### config.mk
export PLATFORM = sky130hd
export DESIGN_NAME = prio_encoder_hs_flat
export DESIGN_NICKNAME = d
export VERILOG_FILES = /design/src/rtl/prio_encoder_hs_pkg.sv /design/src/rtl/prio_encoder_hs_if.sv /design/src/rtl/prio_encoder_hs_pick.sv /design/src/rtl/prio_encoder_hs.sv /design/src/flat_wrapper.sv
export SDC_FILE = /design/constraint.sdc
export NUM_CORES = 1
export LEC_CHECK = 0
export ABC_AREA = 1
export CAP_MARGIN = 0
export CORE_AREA = 2 2 39 41
export CTS_CLUSTER_SIZE = 14
export DETAILED_ROUTE_END_ITERATION = 16
export DIE_AREA = 0 0 41 43
export DONT_BUFFER_PORTS = 1
export PLACE_DENSITY = 0.44
export SYNTH_ARGS = -nofsm -noshare
export SYNTH_HDL_FRONTEND = slang
export SYNTH_SLANG_ARGS = --single-unit
### constraint.sdc
create_clock -name clk -period 0.9 [get_ports clk]
set_input_delay 0.09 -clock clk [delete_from_list [all_inputs] [get_ports clk]]
set_output_delay 0.09 -clock clk [all_outputs]
set_load 0.02 [all_outputs]
### src/rtl/prio_encoder_hs_pkg.sv
// prio_enc_pkg: shared width, multi-hot and wrap helpers for the priority encoder
package prio_enc_pkg;
    localparam int MAX_N = 256;

    function automatic int clog2_safe(input int n);
        return (n < 2) ? 1 : $clog2(n);
    endfunction

    function automatic logic popcount_gt1(input logic [MAX_N-1:0] v);
        return |(v & (v - {{(MAX_N-1){1'b0}}, 1'b1}));
    endfunction

    function automatic int wrap_sub(input int a, input int k, input int n);
        return (a >= k) ? a - k : a + n - k;
    endfunction
endpackage

### src/rtl/prio_encoder_hs_if.sv
// prio_enc_if: request/enable inputs and valid/ready result bundle of the encoder
interface prio_enc_if #(parameter int N = 8);
    localparam int W = prio_enc_pkg::clog2_safe(N);
    logic en;
    logic [N-1:0] req;
    logic out_valid;
    logic out_ready;
    logic [W-1:0] code;
    logic multi;
    logic any;
    modport master (input en, req, out_ready, output out_valid, code, multi, any);
    modport slave (output en, req, out_ready, input out_valid, code, multi, any);
endinterface

### src/rtl/prio_encoder_hs_pick.sv
// prio_pick: descending search for a set request starting at start, wrapping to N-1
module prio_pick
    import prio_enc_pkg::*;
#(
    parameter int N = 8,
    localparam int W = clog2_safe(N)
) (
    input  logic [N-1:0] req,
    input  logic [W-1:0] start,
    output logic [W-1:0] winner,
    output logic         found
);
    always_comb begin
        winner = '0;
        found = 1'b0;
        for (int k = N - 1; k >= 0; k--) begin
            int idx;
            idx = wrap_sub(int'(start), k, N);
            if (req[idx]) begin
                winner = W'(idx);
                found = 1'b1;
            end
        end
    end
endmodule

### src/rtl/prio_encoder_hs.sv
// prio_encoder_hs: registered priority encoder with valid/ready hold; PRIO_ENC_RR_EN selects round-robin
module prio_encoder_hs
    import prio_enc_pkg::*;
#(
    parameter int N = 8,
    localparam int W = clog2_safe(N)
) (
    input logic clk,
    input logic rst_n,
    prio_enc_if.master bus
);
    logic [W-1:0] start, winner, code_q;
    logic found, load, valid_q, multi_q;

    prio_pick #(.N(N)) u_pick (
        .req(bus.req),
        .start(start),
        .winner(winner),
        .found(found)
    );

    assign load = bus.en & found & (~valid_q | bus.out_ready);
    assign bus.any = bus.en & (|bus.req);
    assign bus.out_valid = valid_q;
    assign bus.code = code_q;
    assign bus.multi = multi_q;

    always_ff @(posedge clk or negedge rst_n) begin
        if (!rst_n) begin
            valid_q <= 1'b0;
            code_q <= '0;
            multi_q <= 1'b0;
        end else if (load) begin
            valid_q <= 1'b1;
            code_q <= winner;
            multi_q <= popcount_gt1(MAX_N'(bus.req));
        end else if (bus.out_ready) begin
            valid_q <= 1'b0;
        end
    end

`ifdef PRIO_ENC_RR_EN
    logic [W-1:0] ptr;

    // the winner drops to lowest priority for the next grant
    always_ff @(posedge clk or negedge rst_n) begin
        if (!rst_n) ptr <= W'(N - 1);
        else if (load) ptr <= (winner == '0) ? W'(N - 1) : winner - 1'b1;
    end

    assign start = ptr;
`else
    assign start = W'(N - 1);
`endif
endmodule

### src/flat_wrapper.sv
// flat-port wrapper written by rule: the top's interface ports become plain ports
module prio_encoder_hs_flat import prio_enc_pkg::*;
#(
    parameter int N = 8,
    localparam int W = clog2_safe(N)
)
  (clk, rst_n, bus_en, bus_req, bus_out_ready, bus_out_valid, bus_code, bus_multi, bus_any);
  prio_enc_if #(.N(N)) bus_i ();
  input logic clk;
  input logic rst_n;
  input wire logic [$bits(bus_i.en)-1:0] bus_en;
  input wire logic [$bits(bus_i.req)-1:0] bus_req;
  input wire logic [$bits(bus_i.out_ready)-1:0] bus_out_ready;
  output wire logic [$bits(bus_i.out_valid)-1:0] bus_out_valid;
  output wire logic [$bits(bus_i.code)-1:0] bus_code;
  output wire logic [$bits(bus_i.multi)-1:0] bus_multi;
  output wire logic [$bits(bus_i.any)-1:0] bus_any;
  assign bus_i.en = bus_en;
  assign bus_i.req = bus_req;
  assign bus_i.out_ready = bus_out_ready;
  assign bus_out_valid = bus_i.out_valid;
  assign bus_code = bus_i.code;
  assign bus_multi = bus_i.multi;
  assign bus_any = bus_i.any;
  prio_encoder_hs #(.N(N)) u_core (.clk(clk), .rst_n(rst_n), .bus(bus_i));
endmodule
Word-level counts from Yosys, hierarchy flattened:

Cells that the tools add are included.

* $add $sub $neg: 1
* muxes and demuxes: 17
* bitwise gates (word level): 6
* reduce and logical (&&, ||, !) cells: 3

Operator list (number)
* 8-bit by 256-bit bitwise AND with 256-bit output: 1
* 256-bit OR reduction: 1
* 3-bit two-way mux: 6
* 1-bit two-way mux: 11
* 8-bit by 1-bit subtractor with 9-bit output, second input constant: 1
* 8-bit OR reduction: 1
* 1-bit bitwise AND: 3
* 2-bit nonzero test: 1
* 1-bit inverter: 1
* 1-bit bitwise OR: 1

* bits in registers: 5
* output and inout port bits: 6
* logic and storage cells: 30

Longest topological paths before layout:

* depth in word-level cells: 11
* mapped depth: 9

Modules after synthesis:

From an unflattened synthesis, not the netlist that was laid out.

* cells, all modules: 173
* area, all modules: 1026.0 um2

Modules (own cells, without submodules)
* prio_pick: times used 1, cells each 125, area an instance 708.2 um2, sequential area each 0.0 um2
* prio_encoder_hs: times used 1, cells each 48, area an instance 317.8 um2, sequential area each 125.1 um2

Least setup slack after synthesis:

OpenSTA, ideal clock, no wires.

* path type: flip-flop to flip-flop
* start: register u_core.valid_q (netlist: u_core.bus.out_valid)
* end: register u_core.code_q[1] (netlist: u_core.bus.code[1])
* arrival: 0.852 ns
* required time: 0.776 ns
* setup slack: -0.076 ns
* cell stages (with the launch flop): 7
* buffers on the path: 0
* cells stage by stage: dfrtp_1 > inv_1 > nor2_1 > inv_1 > nand3_4 > nand2_1 > o21ai_1

* word-level cells in the longest chain between the ends: 3

RTL lines
* from (decl): RTL line prio_encoder_hs.sv:13 `logic found, load, valid_q, multi_q;`
* from (signal assigned): RTL line prio_encoder_hs.sv:30 `valid_q <= 1'b0;`
* from (signal assigned): RTL line prio_encoder_hs.sv:34 `valid_q <= 1'b1;`
* from (signal assigned): RTL line prio_encoder_hs.sv:38 `valid_q <= 1'b0;`
* 1-bit inverter: RTL line prio_encoder_hs.sv:22 `assign load = bus.en & found & (~valid_q | bus.out_ready);`
* 1-bit bitwise OR: RTL line prio_encoder_hs.sv:22
* 1-bit bitwise AND: RTL line prio_encoder_hs.sv:22
* to (signal assigned): RTL line prio_encoder_hs.sv:35 `code_q <= winner;`
* to (decl): RTL line prio_encoder_hs.sv:12 `logic [W-1:0] start, winner, code_q;`

No other way between the ends.
A chain may end at the register's enable or synchronous reset.

Final worst setup path:

* start: register u_core.valid_q (netlist: u_core.bus.out_valid)
* end: register u_core.code_q[2] (netlist: u_core.bus.code[2])

The elaborated chain is that of the path after synthesis.

==> results_dict.tcl <==
set metrics [dict create \
    antenna_found_initial 0 \
    worst_slack_ps -43.52 \
    critPathBufInv 2 \
    synth_area_per_cell_um2 6.108 \
    wirelength_um 821 \
    gp_congestion 0.6869 \
    yosysSeqAreaShare_pct 34.72 \
    power.net_switching_mw 0.2471 \
    synth-seq-cells 5 \
    p_int_mw 0.5402 \
    power_density_nw_per_um2 1562 \
    pwr-share-clk_pct 33.5 \
    n_antenna_cell 0 \
    end_kind "flop" \
    dpl.cell_count 81 \
    skew_ps 5.754 \
    via_per_inst 4.184 \
    hold-worst-slack_ps 46.42 \
    min_path_type "input port to flop" \
    cts_htree_levels 1 \
    grt_overflow 0 \
    path_delay_family "flip-flops" \
    io_buffers 0 \
    chipWidth_um 41 \
    tns_ps -131.3 \
    grt_start_max_net_pins 8 \
    crit_arrival_ps 1080 \
    grt_pass1_vias 386 \
    crit_required_ps 1040 \
    worst_slew_pin_slew_ps 368.6 \
    row_count 14 \
    area_growth_syn_to_layout_pct 39.93 \
    multiInputGateArea_um2 212.7 \
    relSlewSlack_pct 75.34 \
    comb_power_share_pct 30.8 \
    period_share_pct 104.8 \
    ir_drop_v 0.0009386 \
    crit_path_start_kind "flop" \
    core-area_um2 1384 \
    ys_types 12 \
    mostFrequentLayoutCell "nand2_1" \
    dp_slack_ps -54.59 \
    switching_share_pct 31.39 \
    ant_nets 0 \
    final_nets 84 \
    die_area_um2 1763 \
    violations "negative setup slack" \
    grt_usage_pct 13.00 \
    die_h_um 43 \
    drive_above_1_share_pct 32.39 \
    fillers 165 \
    start_util_pct 26.04 \
    num_vias 364 \
    fmax_mhz 1060 \
    finalNonFillerCells 87 \
    worstPathCellList "inv_2 > nor2_4 > inv_2 > nand3_4 > nand2_1 > o21ai_2" \
    post-route-util_pct 36.44 \
    layout_common_cells "23 x nand2_1, 8 x inv_1, 8 x nor2_1, 4 x buf_6, 4 x dfrtp_1" \
    setup_viol 4 \
    cts-root-buf "clkbuf_4" \
    dp.final_hpwl_um 677.4 \
    crit_top_cell "inv_2" \
    dr.first_iter.drc_count 3 \
    clkSlewWorstSetupHoldPaths_ps 50 \
    grt_pass1_wl_um 1469 \
    ys_warn_count 0 \
    maxCapViolCount 0 \
    syn_area_um2 360.3 \
    drv_slew 0 \
    syn_inst 59 \
    seq_area_um2 126.4 \
    tritoncts "yes" \
    firstDrtPassIters 2 \
    syn_nets 71 \
    p_seq_share_pct 35.7 \
    hold_violations 0 \
    rsz0062_at_grt "yes" \
    slowest_stage "dfrtp_2" \
    numCtsBuffers 3 \
    min_period_ps 943.5 \
    critPathMaxStageDelay_ps 400 \
    power_leakage_nw 0.2835 \
    wl_per_cell_um 9.437 \
    crit_fanout 7 \
    numClockSinks 5 \
    drc 0 \
    io_pins 18 \
    worstSetupPathType "flop to flop" \
    clockBufferDepth 2 \
    status "finished with violations" \
    clock_latency_ps 250 \
]
==> area by class of cell <==
cell class / instances / share of cell area [%]
repair buffers: 8 / 15.38
flip-flops and latches: 5 / 25.06
clock buffers: 4 / 5.211
well taps: 16 / 3.970
inverters: 11 / 8.189
multi-input cells: 43 / 42.18
==> what timing repair did <==
| item | in CTS | in global routing |
|---|---|---|
| cloned | 0 | 0 |
| setup endpoints to repair | 5 | 9 |
| hold buffers | 1 | 0 |
| endpoints found under the hold margin | 5 | 0 |
| resized for setup | 4 | 7 |
| setup buffers | 0 | 1 |
| pin swaps | 3 | 3 |
==> stage by stage <==
stage	instance area (um2)	power, mW
final	504.2	0.7874
after floorplan	361.6	0.4033
after detailed placement	426.7	0.4781
after CTS	470.5	0.7593
after global routing	504.2	0.8606
after global placement	426.7	0.4739
==> Yosys cell counts <==
cell,count,area share [%]
nand2_2,2,3.5
nor3_1,1,1.4
nand3_4,1,4.9
nand3_1,1,1.4
a21boi_0,1,2.1
nor2_1,9,9.4
nand2_1,24,25
inv_2,1,1.0
nor2_2,2,3.5
dfrtp_1,5,35
inv_1,10,10
o21ai_1,2,2.8
==> power groups by stage <==
stage	clock, mW	sequential (mW)	combinational (mW)
floorplan	0	0.315	0.0881
global placement	0	0.276	0.198
detailed placement	0	0.279	0.199
CTS	0.271	0.276	0.213
global route	0.303	0.285	0.273
finish	0.264	0.281	0.242
==> worst paths after layout <==
kind / from / endpoint / slack [ps] / cells past startpoint
min in group asynchronous: rst_n / u_core.bus.multi / 140 / 1
worst max-delay path: u_core.bus.out_valid / u_core.bus.code[2] / -40 / 6
worst min register to register: u_core.bus.code[0] / u_core.bus.code[0] / 510 / 2
max in group asynchronous: rst_n / u_core.bus.out_valid / 550 / 1
worst min-delay path: bus_en / u_core.bus.code[2] / 50 / 2
worst max register to register: u_core.bus.out_valid / u_core.bus.code[2] / -40 / 6
==> logic make-up (layout without fill, tap and decap cells) <==
family	Yosys count	count (layout)	share of synthesized area [%]
and+or+nand+nor	40	40	48.96
AOI/OAI and AO/OA	3	3	4.862
DFF	5	5	34.72
buffers and inverters	11	23	11.46
==> sequential cells by signal, indices dropped and copies added (netlist names) <==
register and cells:
u_core.bus.out_valid 1, u_core.bus.multi 1, u_core.bus.code 3
==> routing by layer <==
| metal | GRT usage [%] | up-vias | share of wire, % |
|---|---|---|---|
| met5 | 0 | - | 0 |
| met4 | 6.000 | 0 | 0.85 |
| met3 | 8.377 | 2 | 10 |
| met2 | 20.00 | 14 | 52 |
| met1 | 13.03 | 153 | 37 |
| li1 | - | 195 | - |
Note: power is estimated with default switching activity, not from simulation.
